## config.mk

```make
export PLATFORM = sky130hd
export DESIGN_NAME = voice_allocator_p
export DESIGN_NICKNAME = d
export VERILOG_FILES = /design/src/rtl/voice_allocator_p_pkg.sv /design/src/rtl/voice_allocator_p_voice_select.sv /design/src/rtl/voice_allocator_p.sv
export SDC_FILE = /design/constraint.sdc
export NUM_CORES = 1
export LEC_CHECK = 0
export BUFFER_PORTS_ARGS = -buffer_cell sky130_fd_sc_hd__buf_2
export CORE_MARGIN = 10
export CORE_UTILIZATION = 30
export CTS_BUF_LIST = sky130_fd_sc_hd__clkbuf_8
export CTS_CLUSTER_DIAMETER = 80
export DETAILED_ROUTE_END_ITERATION = 8
export PLACE_DENSITY = 0.57
export SYNTH_ARGS = -nofsm -noshare
export SYNTH_HDL_FRONTEND = slang
export SYNTH_HIERARCHICAL = 1
export SYNTH_SLANG_ARGS = --single-unit
export TNS_END_PERCENT = 50
```

## constraint.sdc

```tcl
create_clock -name clk -period 12 [get_ports clk]
set_input_delay 2.4 -clock clk [delete_from_list [all_inputs] [get_ports clk]]
set_output_delay 2.4 -clock clk [all_outputs]
set_load 0.02 [all_outputs]
```

## src/rtl/voice_allocator_p_pkg.sv

```systemverilog
// Shared command-word layout and MIDI constants for the voice allocator.
package voice_allocator_p_pkg;

  localparam int MIDI_W   = 7;
  localparam int VEL_W    = 7;
  localparam int CMD_BIT  = 15;
  localparam int MIDI_MSB = 14;
  localparam int MIDI_LSB = 8;
  localparam int VEL_MSB  = 6;
  localparam int VEL_LSB  = 0;

  localparam logic [MIDI_W-1:0] MIDI_STOP_ALL = 7'h7F;
  localparam logic [MIDI_W-1:0] MIDI_SILENT   = 7'h00;

  typedef struct packed {
    logic              note_on;
    logic [MIDI_W-1:0] midi;
    logic [VEL_W-1:0]  vel;
  } cmd_t;

  function automatic cmd_t decode_cmd(input logic [15:0] data);
    cmd_t c;
    c.note_on = data[CMD_BIT];
    c.midi    = data[MIDI_MSB:MIDI_LSB];
    c.vel     = data[VEL_MSB:VEL_LSB];
    return c;
  endfunction

endpackage

```

## src/rtl/voice_allocator_p_voice_select.sv

```systemverilog
// Combinational slot search: held-note match, lowest free slot and oldest slot.
module voice_select
  import voice_allocator_p_pkg::*;
#(
  parameter int NVOICES = 10,
  parameter int IDX_W   = 5,
  parameter int AGE_W   = 4
) (
  input  logic [NVOICES-1:0][MIDI_W-1:0] slot_midi,
  input  logic [NVOICES-1:0][AGE_W-1:0]  slot_age,
  input  logic [MIDI_W-1:0]              req_midi,
  output logic                           match,
  output logic [IDX_W-1:0]               match_idx,
  output logic                           free,
  output logic [IDX_W-1:0]               free_idx,
  output logic [IDX_W-1:0]               oldest_idx
);

  logic [AGE_W-1:0] oldest_age;

  // Descending scan so the lowest matching index is the one that sticks.
  always_comb begin
    match     = 1'b0;
    match_idx = '0;
    free      = 1'b0;
    free_idx  = '0;
    for (int k = NVOICES - 1; k >= 0; k--) begin
      if (req_midi != MIDI_SILENT && slot_midi[k] == req_midi) begin
        match     = 1'b1;
        match_idx = IDX_W'(k);
      end
      if (slot_midi[k] == MIDI_SILENT) begin
        free     = 1'b1;
        free_idx = IDX_W'(k);
      end
    end
  end

  // Strict compare keeps the lowest index on age ties.
  always_comb begin
    oldest_idx = '0;
    oldest_age = slot_age[0];
    for (int k = 1; k < NVOICES; k++) begin
      if (slot_age[k] > oldest_age) begin
        oldest_age = slot_age[k];
        oldest_idx = IDX_W'(k);
      end
    end
  end

endmodule

```

## src/rtl/voice_allocator_p.sv

```systemverilog
// Polyphonic voice allocator with round-robin dispatch.
// Optional macro VOICE_STEAL_EN: steal the oldest voice when all slots are full.
module voice_allocator_p
  import voice_allocator_p_pkg::*;
#(
  parameter int NVOICES = 10,
  parameter int IDX_W   = 5,
  parameter int AGE_W   = 4
) (
  input  logic              clk,
  input  logic              reset_n,
  input  logic              clk_en,
  input  logic [15:0]       i_data,
  input  logic              i_valid,
  output logic [MIDI_W-1:0] o_midi,
  output logic [VEL_W-1:0]  o_velocity,
  output logic [IDX_W-1:0]  o_voice,
  output logic              o_valid,
  output logic [IDX_W:0]    o_active_count,
  output logic              o_overflow
);

`ifdef VOICE_STEAL_EN
  localparam bit STEAL_EN = 1'b1;
`else
  localparam bit STEAL_EN = 1'b0;
`endif

  localparam logic [AGE_W-1:0] AGE_MAX = {AGE_W{1'b1}};

  logic [NVOICES-1:0][MIDI_W-1:0] midi_q, midi_d;
  logic [NVOICES-1:0][VEL_W-1:0]  vel_q, vel_d;
  logic [NVOICES-1:0][AGE_W-1:0]  age_q, age_d;
  logic [IDX_W-1:0]               idx_q, idx_d;
  logic [MIDI_W-1:0]              o_midi_q, o_midi_d;
  logic [VEL_W-1:0]               o_velocity_q, o_velocity_d;
  logic [IDX_W-1:0]               o_voice_q, o_voice_d;
  logic                           o_valid_q, o_valid_d;
  logic [IDX_W:0]                 active_count_q, active_count_d;
  logic                           overflow_q, overflow_d;

  cmd_t             cmd;
  logic             sel_match, sel_free;
  logic [IDX_W-1:0] sel_match_idx, sel_free_idx, sel_oldest_idx;
  logic [IDX_W-1:0] target;
  logic             accept;
  logic             unused_reserved;

  assign cmd             = decode_cmd(i_data);
  assign unused_reserved = i_data[7];

  voice_select #(
    .NVOICES(NVOICES),
    .IDX_W  (IDX_W),
    .AGE_W  (AGE_W)
  ) u_voice_select (
    .slot_midi (midi_q),
    .slot_age  (age_q),
    .req_midi  (cmd.midi),
    .match     (sel_match),
    .match_idx (sel_match_idx),
    .free      (sel_free),
    .free_idx  (sel_free_idx),
    .oldest_idx(sel_oldest_idx)
  );

  always_comb begin
    target = sel_match ? sel_match_idx : (sel_free ? sel_free_idx : sel_oldest_idx);
    accept = sel_match || sel_free || STEAL_EN;
  end

  always_comb begin
    midi_d     = midi_q;
    vel_d      = vel_q;
    age_d      = age_q;
    overflow_d = overflow_q;

    if (i_valid && cmd.note_on && cmd.midi != MIDI_SILENT) begin
      if (!sel_match && !sel_free) overflow_d = 1'b1;
      if (accept) begin
        for (int k = 0; k < NVOICES; k++) begin
          if (target == IDX_W'(k)) begin
            midi_d[k] = cmd.midi;
            vel_d[k]  = cmd.vel;
            age_d[k]  = '0;
          end else if (midi_q[k] != MIDI_SILENT && age_q[k] != AGE_MAX) begin
            age_d[k] = age_q[k] + 1'b1;
          end
        end
      end
    end else if (i_valid && !cmd.note_on) begin
      if (cmd.midi == MIDI_STOP_ALL) begin
        midi_d     = '0;
        vel_d      = '0;
        age_d      = '0;
        overflow_d = 1'b0;
      end else if (sel_match) begin
        for (int k = 0; k < NVOICES; k++) begin
          if (sel_match_idx == IDX_W'(k)) begin
            midi_d[k] = MIDI_SILENT;
            vel_d[k]  = '0;
            age_d[k]  = '0;
          end
        end
      end
    end
  end

  // Dispatch reads the pre-update slot contents, so a same-edge command shows next lap.
  always_comb begin
    idx_d        = idx_q;
    o_midi_d     = o_midi_q;
    o_velocity_d = o_velocity_q;
    o_voice_d    = o_voice_q;
    o_valid_d    = o_valid_q;
    if (clk_en) begin
      idx_d     = (idx_q == IDX_W'(NVOICES - 1)) ? '0 : idx_q + 1'b1;
      o_voice_d = idx_q;
      for (int k = 0; k < NVOICES; k++) begin
        if (idx_q == IDX_W'(k)) begin
          o_midi_d     = midi_q[k];
          o_velocity_d = vel_q[k];
          o_valid_d    = (midi_q[k] != MIDI_SILENT);
        end
      end
    end
  end

  always_comb begin
    active_count_d = '0;
    for (int k = 0; k < NVOICES; k++) begin
      active_count_d = active_count_d + (IDX_W + 1)'(midi_q[k] != MIDI_SILENT);
    end
  end

  always_ff @(posedge clk or negedge reset_n) begin
    if (!reset_n) begin
      midi_q         <= '0;
      vel_q          <= '0;
      age_q          <= '0;
      idx_q          <= '0;
      o_midi_q       <= '0;
      o_velocity_q   <= '0;
      o_voice_q      <= '0;
      o_valid_q      <= 1'b0;
      active_count_q <= '0;
      overflow_q     <= 1'b0;
    end else begin
      midi_q         <= midi_d;
      vel_q          <= vel_d;
      age_q          <= age_d;
      idx_q          <= idx_d;
      o_midi_q       <= o_midi_d;
      o_velocity_q   <= o_velocity_d;
      o_voice_q      <= o_voice_d;
      o_valid_q      <= o_valid_d;
      active_count_q <= active_count_d;
      overflow_q     <= overflow_d;
    end
  end

  assign o_midi         = o_midi_q;
  assign o_velocity     = o_velocity_q;
  assign o_voice        = o_voice_q;
  assign o_valid        = o_valid_q;
  assign o_active_count = active_count_q;
  assign o_overflow     = overflow_q;

endmodule
```

==> implementation parameters, run 1 <==
Parameter                              Value

Outcome
  Outcome ... finished, violations left
  Violated checks ... setup timing

Placed design
  Total placed instance area ... 0.0161 mm²
  GPL Wtd Cong ... 0.914
  PortBufs ... 43
  DPL Wire Length ... 34500 µm

Synthesis
  Count of cell types in the netlist ... 100
  Synth area leaders ... dfrtp_1 (38%), a22o_1 (8.3%), xor2_1 (3.9%), ha_1 (3.6%), nor2_1 (2.9%)
  Prevailing post-synth register cell ... dfrtp_1
  Area share of the leading cell type in the synthesized netlist ... 38.1%
  Synthesized area divided by synthesized cell count ... 9.59 µm²
  Number of enable-type register cells in the synthesized netlist ... 0
  Synthesized instance count ... 1439
  Netlist area before placement ... 0.0138 mm²
  Most repeated cell in the gate-level netlist after synthesis ... dfrtp_1
  Async S/R FF share, synth ... 100%
  Yosys warns ... 6
  Seq/Total Area, Yosys ... 38.1%
  Top cells by count, synth ... dfrtp_1 (210), a22o_1 (130), nor2_1 (107), nand2_1 (85), o21ai_0 (79)
  Flip-flop and latch count after synthesis ... 210
  Synth area leader ... dfrtp_1

Worst setup path
  Crit-path max cell delay ... 360 ps
  Critical Path Sink Type ... flip-flop
  Startpoint type of the worst setup path ... flip-flop
  Count of cells along the worst register-to-register path ... 73
  Launch instance of the worst register-to-register path ... age_q[1]
  Crit path from ... age_q[1]
  Arrival time of data at the critical path endpoint ... 13220 ps
  Worst reg2reg endpoint ... midi_q[29]
  Crit path required time ... 12420 ps
  Maximum fanout along the worst path ... 7
  Cell repeated most along the worst path ... ha_4
  Worst path slowest cell ... dfrtp_1
  Type of the worst setup path ... flip-flop to flip-flop
  FF-to-FF setup slack ... -800 ps

Global route
  Number of global-route vias before repair ... 13042
  Number of antenna violations at the first check in global routing ... 6
  Pin count of the biggest net entering global routing ... 79
  Global-route usage over all layers ... 17.0%
  First-pass GRT wire length ... 74500 µm
  Remaining global-route overflow ... 0

CTS
  Number of clock buffers inserted by TritonCTS ... 39
  Clock latency at the later pin of the worst-skew pair ... 560 ps
  Hold-fix buffer count after cts ... 0
  Clk pin slew, worst setup/hold paths ... 60 ps
  CTS Root Buffer Type ... clkbuf_8
  Clock H-tree levels ... 2
  Clock Sink Count ... 210
  Max clock buf depth ... 3
  TritonCTS clock tree ... done

Timing
  Measured slew at the worst slew-check pin ... 1110 ps
  Setup-violating endpoint count in the final report ... 180
  Worst slew slack as a fraction of its limit ... 25.6%
  Largest clock skew in the final design ... 21.4 ps
  Final-layout setup total negative slack ... -115240 ps
  Hold Worst Slack ... 498 ps
  Final-report hold violation count ... 0
  Count of final max-slew check failures ... 0
  Setup repair after global routing missed its margin ... yes
  Highest clock rate ... 78.1 MHz
  Fin crit period ... 12800 ps
  Post-route clock period utilization ... 107%
  PnR worst setup slack ... -797 ps

Finish
  Total number of nets in the final design ... 1738
  Final design utilization ... 39.9%
  Final instance area ... 0.0181 mm²
  Area growth from synthesis to layout ... 31.2%
  Ratio of cells with drive above 1 in the final layout ... 31.9%

Worst hold path
  Hold worst-path end ... vel_q[24]
  Hold Startpoint ... vel_q[24]
  Path type of the worst min-delay path ... flip-flop to flip-flop
  Min-Delay Path Depth ... 1

Job
  Max-cap check violation count ... 0

Routing
  Per-cell routed wire length ... 20.9 µm
  Remaining routing DRC violations ... 0
  Via count ... 13030
  Count of antenna-violating nets left after detailed routing ... 0
  Detailed-route wire length ... 48100 µm
  Initial DRC Count ... 1148
  Pre-Repair DR Iteration Count ... 5
  Vias per Instance ... 5.65

Die
  Die span in y ... 234 µm
  Starting density of the core ... 30.4%
  Number of placement rows ... 78
  Die area ... 0.0550 mm²
  Core ar. ... 0.0454 mm²
  Die width ... 234 µm
  Io pins ... 47

Power
  Max VDD drop ... 0.000382 V
  Power density over cell area ... 329 mW/mm²
  Leak ... 8.04 nW
## placed cells by master, fill, tap and decap left out, types with 17 or more instances in the layout
| cell | netlist | final |
|---|---|---|
| buf_2 | 19 | 42 |
| inv_1 | 62 | 68 |
| a22o_1 | 130 | 130 |
| clkbuf_8 | 0 | 53 |
| o2bb2ai_1 | 29 | 25 |
| mux2_4 | 4 | 17 |
| a21oi_1 | 47 | 31 |
| mux2_2 | 29 | 19 |
| nor3_1 | 39 | 36 |
| nand2b_1 | 24 | 22 |
| nor4_1 | 32 | 29 |
| ha_1 | 40 | 23 |
| nand4_1 | 20 | 20 |
| dfrtp_1 | 210 | 209 |
| buf_4 | 10 | 190 |
| o21ai_0 | 79 | 64 |
| nand3_1 | 23 | 20 |
| mux2i_1 | 28 | 24 |
| xnor2_1 | 17 | 17 |
| a31oi_1 | 26 | 24 |
| xor2_1 | 62 | 62 |
| nand2_1 | 85 | 66 |
| nor2_1 | 107 | 92 |
## sequential cells by signal, indices dropped and copies added (netlist names)
name and flops:
o_active_count 4, o_valid 1, idx_q 5, o_voice 5
midi_q 70, vel_q 70, o_velocity 7, o_midi 7
age_q 40, o_overflow 1
## per-stage QoR
stage                     setup slack, ps  cells  total power, mW
after detailed placement            -1200   2175             4.39
after global placement               -995   2175             4.31
after global routing                -1420   2303             6.36
after floorplan                      -285   1442             3.04
final                                -797   2305             5.96
after CTS                            -708   2284             5.56
## how the worst max path moves through the flow
| stage | end | cells past startpoint |
|---|---|---|
| floorplan | vel_q[63] | 77 |
| global placement | vel_q[55] | 72 |
| detailed placement | midi_q[52] | 72 |
| CTS | midi_q[33] | 75 |
| global route | age_q[0] | 73 |
| finish | midi_q[29] | 73 |
## cell families (layout without fill, tap and decap cells)
logic type	Yosys count	in the layout	share of synthesized area [%]
DFF	210	210	38.1
muxes	64	64	5.08
buffers and inverters	131	391	4.28
other	2	8	0.0544
AOI/OAI and AO/OA	488	488	26.9
xor gates and xnor gates	79	79	5.02
and+or+nand+nor	418	418	16.0
adders and majority gates	47	47	4.58
## power by group
part	switching [mW]	total (mW)	internal, mW
clock network	0.319	0.707	0.387
registers	0.0964	0.884	0.787
logic	2.16	4.37	2.21
## cell type report
class                   instances  area (µm²)
inverters                      62         235
diodes                          3        7.51
clock buffers                  52         716
flip-flops and latches        210        5260
well taps                     600         751
multi-input cells            1101        8970
fillers                      4441       27300
clock inverters                19        83.8
repair buffers                258        2070
## critical path: cells and delay by family (launching register included)
| kind | cells | cell delay [ps] |
|---|---|---|
| mux | 9 | 2330 |
| buf+inv | 6 | 630 |
| compound gates | 30 | 5010 |
| flops | 1 | 360 |
| simple gates | 19 | 2030 |
| fa+ha+maj | 9 | 2270 |
## metal layers
layer	vias up	share of wire (%)	track usage, %
li1	5959	-	-
met5	-	0.066	0
met3	110	7.2	3.91
met1	6504	45	23.0
met4	6	3.3	5.93
met2	451	45	26.2
## repair_timing
action                                  4_1_cts  5_1_grt
endpoints found under the hold margin         0        0
gates cloned                                  1        2
endpoints found under the setup margin      180      180
setup buffers                                38       17
pin swaps                                    58       55
gates resized for setup                      84       75
Power figures use the tool's default switching activity.
==> inputs of run 2 (changes only) <==
--- a/config.mk
+++ b/config.mk
@@ -6,12 +6,13 @@
 export NUM_CORES = 1
 export LEC_CHECK = 0
 export BUFFER_PORTS_ARGS = -buffer_cell sky130_fd_sc_hd__buf_2
+export CORE_ASPECT_RATIO = 1.25
 export CORE_MARGIN = 10
-export CORE_UTILIZATION = 30
+export CORE_UTILIZATION = 31
 export CTS_BUF_LIST = sky130_fd_sc_hd__clkbuf_8
 export CTS_CLUSTER_DIAMETER = 80
 export DETAILED_ROUTE_END_ITERATION = 8
-export PLACE_DENSITY = 0.57
+export PLACE_DENSITY = 0.58
 export SYNTH_ARGS = -nofsm -noshare
 export SYNTH_HDL_FRONTEND = slang
 export SYNTH_HIERARCHICAL = 1
==> run 2 against run 1 <==
Effect of this change: the flow still finishes with violations (setup timing); clock skew rose by 5.4 ps; power rose by 0.18%; register-to-register slack improved by 30 ps; utilization rose by 1.2 points; fmax rose by 0.27%; critical path depth rose by 2; critical endpoint is now age_q[0].
==> implementation parameters, run 2 (synthesized netlist as in run 1, its figures left out) <==
Parameter                              Value

Routing
  Initial DRC Count ... 863 (was 1148)
  Via count ... 12940 (was 13030)
  Count of antenna-violating nets left after detailed routing ... 0 (unchanged)
  Detailed-route wire length ... 47600 µm (was 48100 µm)
  Vias per Instance ... 5.68 (was 5.65)
  Remaining routing DRC violations ... 0 (unchanged)
  Per-cell routed wire length ... 20.9 µm (about the same)
  Pre-Repair DR Iteration Count ... 5 (unchanged)

Worst setup path
  Crit path required time ... 12520 ps (was 12420 ps)
  Count of cells along the worst register-to-register path ... 75 (was 73)
  Crit-path max cell delay ... 410 ps (was 360 ps)
  FF-to-FF setup slack ... -760 ps (was -800 ps)
  Cell repeated most along the worst path ... ha_4 (unchanged)
  Category of cells accounting for the largest share of critical-path delay ... compound AO/OA/AOI/OAI gates (unchanged)
  Maximum fanout along the worst path ... 5 (was 7)
  Number of buffers and inverters on the critical path ... 9 (was 6)
  Worst reg2reg endpoint ... age_q[0] (was midi_q[29])
  Startpoint type of the worst setup path ... flip-flop (unchanged)
  Cell count along the critical path ... 75 (was 73)
  Arrival time of data at the critical path endpoint ... 13290 ps (was 13220 ps)
  Critical Path Sink Type ... flip-flop (unchanged)
  Worst path slowest cell ... dfrtp_1 (unchanged)
  Type of the worst setup path ... flip-flop to flip-flop (unchanged)
  Launch instance of the worst register-to-register path ... age_q[7] (was age_q[1])

Die
  Starting density of the core ... 31.3% (was 30.4%)
  Die width ... 209 µm (was 234 µm)
  Io pins ... 47 (unchanged)
  Core ar. ... 0.0440 mm² (was 0.0454 mm²)
  Number of placement rows ... 86 (was 78)
  Die span in y ... 256 µm (was 234 µm)
  Die area ... 0.0534 mm² (was 0.0550 mm²)

Placed design
  Number of placed instances, taps included ... 2153 (was 2175)
  Total placed instance area ... 0.0161 mm² (about the same)
  DPL Wire Length ... 34300 µm (was 34500 µm)
  PortBufs ... 43 (unchanged)
  GPL Wtd Cong ... 0.981 (was 0.914)
  Pre-CTS setup slack ... -1170 ps (was -1200 ps)

Finish
  Highest-count cells in the layout ignoring fill and taps ... dfrtp_1 (209), buf_4 (188), a22o_1 (130) (was dfrtp_1 (209), buf_4 (190), a22o_1 (130))
  Count of fill cells added during filler insertion ... 4264 (was 4441)
  Final standard cell count with taps included and fillers excluded ... 2277 (was 2305)
  Final design utilization ... 41.1% (was 39.9%)
  Footprint of the flip-flops and latches ... 0.00526 mm² (unchanged)
  Most common cell after layout, fill and taps aside ... dfrtp_1 (unchanged)
  Final instance area ... 0.0181 mm² (about the same)
  Top flop regs ... midi_q: 70 flops, vel_q: 70 flops, age_q: 40 flops (unchanged)
  Total number of nets in the final design ... 1743 (was 1738)
  Ratio of cells with drive above 1 in the final layout ... 32.1% (was 31.9%)
  Final antenna diode count ... 0 (was 3)
  Multi-input combinational cell area ... 0.00903 mm² (was 0.00897 mm²)
  Area growth from synthesis to layout ... 31.1% (was 31.2%)

Global route
  Remaining global-route overflow ... 0 (unchanged)
  Global-route usage over all layers ... 16.9% (was 17.0%)
  Number of global-route vias before repair ... 12906 (was 13042)
  Pin count of the biggest net entering global routing ... 85 (was 79)
  Number of antenna violations at the first check in global routing ... 0 (was 6)
  First-pass GRT wire length ... 73200 µm (was 74500 µm)

Timing
  Fin crit period ... 12760 ps (was 12800 ps)
  Highest clock rate ... 78.4 MHz (was 78.1 MHz)
  Count of final max-slew check failures ... 0 (unchanged)
  Setup-violating endpoint count in the final report ... 180 (unchanged)
  Post-route clock period utilization ... 106% (was 107%)
  Final-report hold violation count ... 0 (unchanged)
  Largest clock skew in the final design ... 26.8 ps (was 21.4 ps)
  Worst slew slack as a fraction of its limit ... 19.4% (was 25.6%)
  PnR worst setup slack ... -763 ps (was -797 ps)
  Measured slew at the worst slew-check pin ... 1200 ps (was 1110 ps)
  Setup repair after global routing missed its margin ... yes (unchanged)

CTS
  TritonCTS clock tree ... done (unchanged)
  Hold-fix buffer count after cts ... 0 (unchanged)
  CTS Root Buffer Type ... clkbuf_8 (unchanged)
  Number of clock buffers inserted by TritonCTS ... 41 (was 39)
  Clock H-tree levels ... 2 (unchanged)
  Clock Sink Count ... 210 (unchanged)
  Clock latency at the later pin of the worst-skew pair ... 600 ps (was 560 ps)
  Max clock buf depth ... 3 (unchanged)
  Clk pin slew, worst setup/hold paths ... 50 ps (was 60 ps)

Worst hold path
  Min-Delay Path Depth ... 1 (unchanged)
  Path type of the worst min-delay path ... flip-flop to flip-flop (unchanged)
  Hold worst-path end ... vel_q[1] (was vel_q[24])
  Hold Startpoint ... vel_q[1] (was vel_q[24])

Power
  Power density over cell area ... 330 mW/mm² (was 329 mW/mm²)
  Leak ... 8.03 nW (was 8.04 nW)
  Max VDD drop ... 0.000218 V (was 0.000382 V)

Job
  Max-cap check violation count ... 0 (unchanged)

Outcome
  Outcome ... finished, violations left (unchanged)
  Violated checks ... setup timing (unchanged)
## run 2: changes by cell type in the layout (fill, tap and decap cells not counted), moves of 3 or more
cell | previous run | this run
buf_12 | 11 | 6
o2bb2ai_1 | 25 | 19
mux2_4 | 17 | 14
o2bb2ai_2 | 4 | 9
buf_6 | 11 | 21
clkinv_2 | 3 | 6
diode_2 | 3 | 0
mux2_2 | 19 | 22
## run 2: final cells by class
cell class / instances / share of cell area [%]
clock buffers: 53 / 4.03
clock inverters: 18 / 0.457
inverters: 62 / 1.29
multi-input cells: 1102 / 50.0
flip-flops and latches: 210 / 29.1
well taps: 572 / 3.96
repair buffers: 260 / 11.2
## run 2: what timing repair did
| action | 4_1_cts | 5_1_grt |
|---|---|---|
| buffers inserted | 34 | 16 |
| setup endpoints to repair | 180 | 180 |
| cloned | 2 | 1 |
| resized for setup | 104 | 66 |
| pin swaps | 46 | 45 |
| endpoints found under the hold margin | 0 | 0 |
## run 2: worst register-to-register path: cells and delay by family, from the launching register on
| family | cells | cell delay [ps] |
|---|---|---|
| AOI/OAI and AO/OA | 30 | 4610 |
| and+or+nand+nor | 21 | 2740 |
| adders and majority gates | 9 | 2420 |
| muxes | 6 | 1550 |
| buffers and inverters | 9 | 990 |
| DFF | 1 | 410 |
## run 2: worst max-delay path by stage
| stage | startpoint | end |
|---|---|---|
| after floorplan | age_q[1] | vel_q[63] |
| after global placement | age_q[5] | vel_q[8] |
| after detailed placement | age_q[7] | age_q[28] |
| after CTS | age_q[5] | vel_q[28] |
| after global routing | age_q[7] | age_q[0] |
| final | age_q[7] | age_q[0] |
## run 2: report_power, final
part	internal [mW]	total [mW]	switching, mW
Clock	0.394	0.720	0.326
Sequential	0.787	0.880	0.0922
Combinational	2.22	4.37	2.16
## run 2: metrics by stage
stage / hold WS (ps) / TNS, ps / total power, mW
after floorplan: 465 / -17870 / 3.04
after global placement: 481 / -151060 / 4.37
after detailed placement: 487 / -190470 / 4.42
after CTS: 499 / -108590 / 5.61
after global routing: 514 / -249150 / 6.42
final: 498 / -109320 / 5.97
## run 2: per-layer routing
layer | GRT usage (%) | wire length, µm
met3 | 3.28 | 2860
met1 | 20.1 | 19200
met5 | 0 | 0
met2 | 29.0 | 23600
met4 | 7.30 | 2040
==> inputs of run 3 (changes only) <==
--- a/config.mk
+++ b/config.mk
@@ -5,14 +5,14 @@
 export SDC_FILE = /design/constraint.sdc
 export NUM_CORES = 1
 export LEC_CHECK = 0
-export BUFFER_PORTS_ARGS = -buffer_cell sky130_fd_sc_hd__buf_2
 export CORE_ASPECT_RATIO = 1.25
 export CORE_MARGIN = 10
 export CORE_UTILIZATION = 31
 export CTS_BUF_LIST = sky130_fd_sc_hd__clkbuf_8
 export CTS_CLUSTER_DIAMETER = 80
 export DETAILED_ROUTE_END_ITERATION = 8
-export PLACE_DENSITY = 0.58
+export DONT_BUFFER_PORTS = 1
+export PLACE_DENSITY = 0.57
 export SYNTH_ARGS = -nofsm -noshare
 export SYNTH_HDL_FRONTEND = slang
 export SYNTH_HIERARCHICAL = 1
==> run 3 against run 2 <==
Effect of this change: the run still ends with setup timing left; combinational power up 3%; sequential share of layout area grew 0.36 points; flip-flop and latch count unchanged; non-clock buffer count decreased by 38; global-route usage down 0.44 points; setup slack lost 280 ps; register-to-register slack got worse by 280 ps; critical path type unchanged.
==> implementation parameters, run 3 (synthesized netlist as in run 1, its figures left out) <==
Parameter                              Value

Outcome
  Outcome ... finished, violations left (unchanged)
  Violated checks ... setup timing (unchanged)

Finish
  Final standard cell count with taps included and fillers excluded ... 2240 (was 2277)
  Final instance area ... 0.0179 mm² (was 0.0181 mm²)
  Most common cell after layout, fill and taps aside ... dfrtp_1 (unchanged)
  Final design utilization ... 40.6% (was 41.1%)
  Top flop regs ... midi_q: 70 flops, vel_q: 70 flops, age_q: 40 flops (unchanged)
  Final antenna diode count ... 0 (unchanged)
  Area growth from synthesis to layout ... 29.5% (was 31.1%)
  Highest-count cells in the layout ignoring fill and taps ... dfrtp_1 (209), buf_4 (190), a22o_1 (130) (was dfrtp_1 (209), buf_4 (188), a22o_1 (130))
  Ratio of cells with drive above 1 in the final layout ... 29.7% (was 32.1%)
  Total number of nets in the final design ... 1708 (was 1743)

Power
  Power density over cell area ... 343 mW/mm² (was 330 mW/mm²)
  Part of the total power dissipated in the clock network ... 11.5% (was 12.1%)
  Combinational power share ... 73.3% (was 73.2%)
  Total net switching power ... 2.63 mW (was 2.57 mW)
  Max VDD drop ... 0.000191 V (was 0.000218 V)
  Sequential share of power ... 15.2% (was 14.7%)
  Overall power ... 6.13 mW (was 5.97 mW)
  Leak ... 7.89 nW (was 8.03 nW)
  Internal power ... 3.50 mW (was 3.40 mW)
  Net switching fraction of the power ... 42.9% (was 43.1%)

Routing
  Remaining routing DRC violations ... 0 (unchanged)
  Detailed-route wire length ... 47000 µm (was 47600 µm)
  Count of antenna-violating nets left after detailed routing ... 0 (unchanged)
  Per-cell routed wire length ... 21.0 µm (was 20.9 µm)
  Via count ... 12693 (was 12940)
  Vias per Instance ... 5.67 (was 5.68)
  Initial DRC Count ... 958 (was 863)
  Pre-Repair DR Iteration Count ... 5 (unchanged)

Placed design
  DPL Wire Length ... 33600 µm (was 34300 µm)
  Pre-CTS setup slack ... -1160 ps (was -1170 ps)
  Number of placed instances, taps included ... 2100 (was 2153)
  Total placed instance area ... 0.0157 mm² (was 0.0161 mm²)
  PortBufs ... 0 (was 43)
  GPL Wtd Cong ... 0.952 (was 0.981)

Global route
  Number of antenna violations at the first check in global routing ... 0 (unchanged)
  Met1 track utilization from global routing ... 19.4% (was 20.1%)
  Pin count of the biggest net entering global routing ... 211 (was 85)
  First-pass GRT wire length ... 71800 µm (was 73200 µm)
  Global-route usage over all layers ... 16.5% (was 16.9%)
  GRT busiest layer ... met2 (unchanged)
  Number of global-route vias before repair ... 12804 (was 12906)
  Met2 layer usage reported by global route ... 28.2% (was 29.0%)
  Global-route met3 utilization ... 3.17% (was 3.28%)
  Remaining global-route overflow ... 0 (unchanged)

Timing
  Post-route clock period utilization ... 109% (was 106%)
  Fin crit period ... 13040 ps (was 12760 ps)
  Largest clock skew in the final design ... 23.7 ps (was 26.8 ps)
  Count of final max-slew check failures ... 0 (unchanged)
  Highest clock rate ... 76.7 MHz (was 78.4 MHz)
  Setup-violating endpoint count in the final report ... 180 (unchanged)
  Worst slew slack as a fraction of its limit ... 17.0% (was 19.4%)
  PnR worst setup slack ... -1040 ps (was -763 ps)
  Final-layout setup total negative slack ... -162760 ps (was -109320 ps)
  Setup repair after global routing missed its margin ... yes (unchanged)
  Measured slew at the worst slew-check pin ... 1230 ps (was 1200 ps)
  Hold Worst Slack ... 501 ps (was 498 ps)
  Final-report hold violation count ... 0 (unchanged)

Job
  Max-cap check violation count ... 0 (unchanged)

CTS
  Number of clock buffers inserted by TritonCTS ... 42 (was 41)
  CTS Root Buffer Type ... clkbuf_8 (unchanged)
  Clock Sink Count ... 210 (unchanged)
  Max clock buf depth ... 3 (unchanged)
  TritonCTS clock tree ... done (unchanged)
  Clock H-tree levels ... 2 (unchanged)
  Clk pin slew, worst setup/hold paths ... 60 ps (was 50 ps)
  Clock latency at the later pin of the worst-skew pair ... 570 ps (was 600 ps)

Worst setup path
  Critical Path Sink Type ... flip-flop (unchanged)
  Type of the worst setup path ... flip-flop to flip-flop (unchanged)
  Worst reg2reg endpoint ... age_q[24] (was age_q[0])
  FF-to-FF setup slack ... -1040 ps (was -760 ps)
  Cell repeated most along the worst path ... buf_4 (was ha_4)
  Crit path required time ... 12450 ps (was 12520 ps)
  Crit-path max cell delay ... 410 ps (about the same)
  Startpoint type of the worst setup path ... flip-flop (unchanged)
  Worst path slowest cell ... dfrtp_1 (unchanged)
  Count of cells along the worst register-to-register path ... 76 (was 75)
  Arrival time of data at the critical path endpoint ... 13490 ps (was 13290 ps)
  Maximum fanout along the worst path ... 5 (unchanged)
  Launch instance of the worst register-to-register path ... age_q[7] (unchanged)

Die
  Number of placement rows ... 86 (unchanged)
  Die area ... 0.0534 mm² (unchanged)
  Starting density of the core ... 31.3% (unchanged)
  Io pins ... 47 (unchanged)
  Die width ... 209 µm (unchanged)
  Die span in y ... 256 µm (unchanged)
  Core ar. ... 0.0440 mm² (unchanged)

Worst hold path
  Min-Delay Path Depth ... 1 (unchanged)
  Path type of the worst min-delay path ... flip-flop to flip-flop (unchanged)
  Hold Startpoint ... vel_q[21] (was vel_q[1])
  Hold worst-path end ... vel_q[21] (was vel_q[1])
[run 3: layer usage]
layer	up-vias	part of all wire [%]
met2	359	50
met5	-	0
li1	5905	-
met1	6320	41
met4	0	4.2
met3	109	5.1
[run 3: critical path: cells and delay by family, from the launching register on]
kind,cells,cell delay [ps]
DFF,1,410
and+or+nand+nor,16,1780
muxes,8,2060
AOI/OAI and AO/OA,29,4880
adders and majority gates,8,1980
buffers and inverters,15,1790
[run 3: worst max path at each step]
stage / from / endpoint / slack, ps
floorplan: age_q[1] / vel_q[63] / -280
global route: age_q[7] / age_q[24] / -1620
CTS: age_q[5] / midi_q[33] / -770
detailed placement: age_q[5] / age_q[28] / -1160
global placement: age_q[3] / age_q[0] / -1010
finish: age_q[7] / age_q[24] / -1040
[run 3: cell type report]
| type | count | area (µm²) |
|---|---|---|
| sequential | 210 | 5260 |
| clock buffer | 51 | 702 |
| timing repair buffer | 222 | 1860 |
| tap | 572 | 716 |
| inverter | 62 | 233 |
| fill | 4204 | 26200 |
| multi-input combinational | 1104 | 9010 |
| clock inverter | 19 | 88.8 |
[run 3: power groups by stage]
stage                     clock (mW)  combinational (mW)  sequential [mW]
after detailed placement           0                3.39            0.948
after global routing           0.756                4.83            0.950
after floorplan                    0                2.13            0.909
after CTS                      0.721                3.89            0.937
after global placement             0                3.32            0.945
final                          0.705                4.49            0.935
[run 3: timing repair]
item                       CTS  global route
pin swaps                   63            67
buffers inserted            44            24
gates cloned                 2             3
hold buffers                 0             0
gates resized for setup    103            62
setup endpoints to repair  180           180
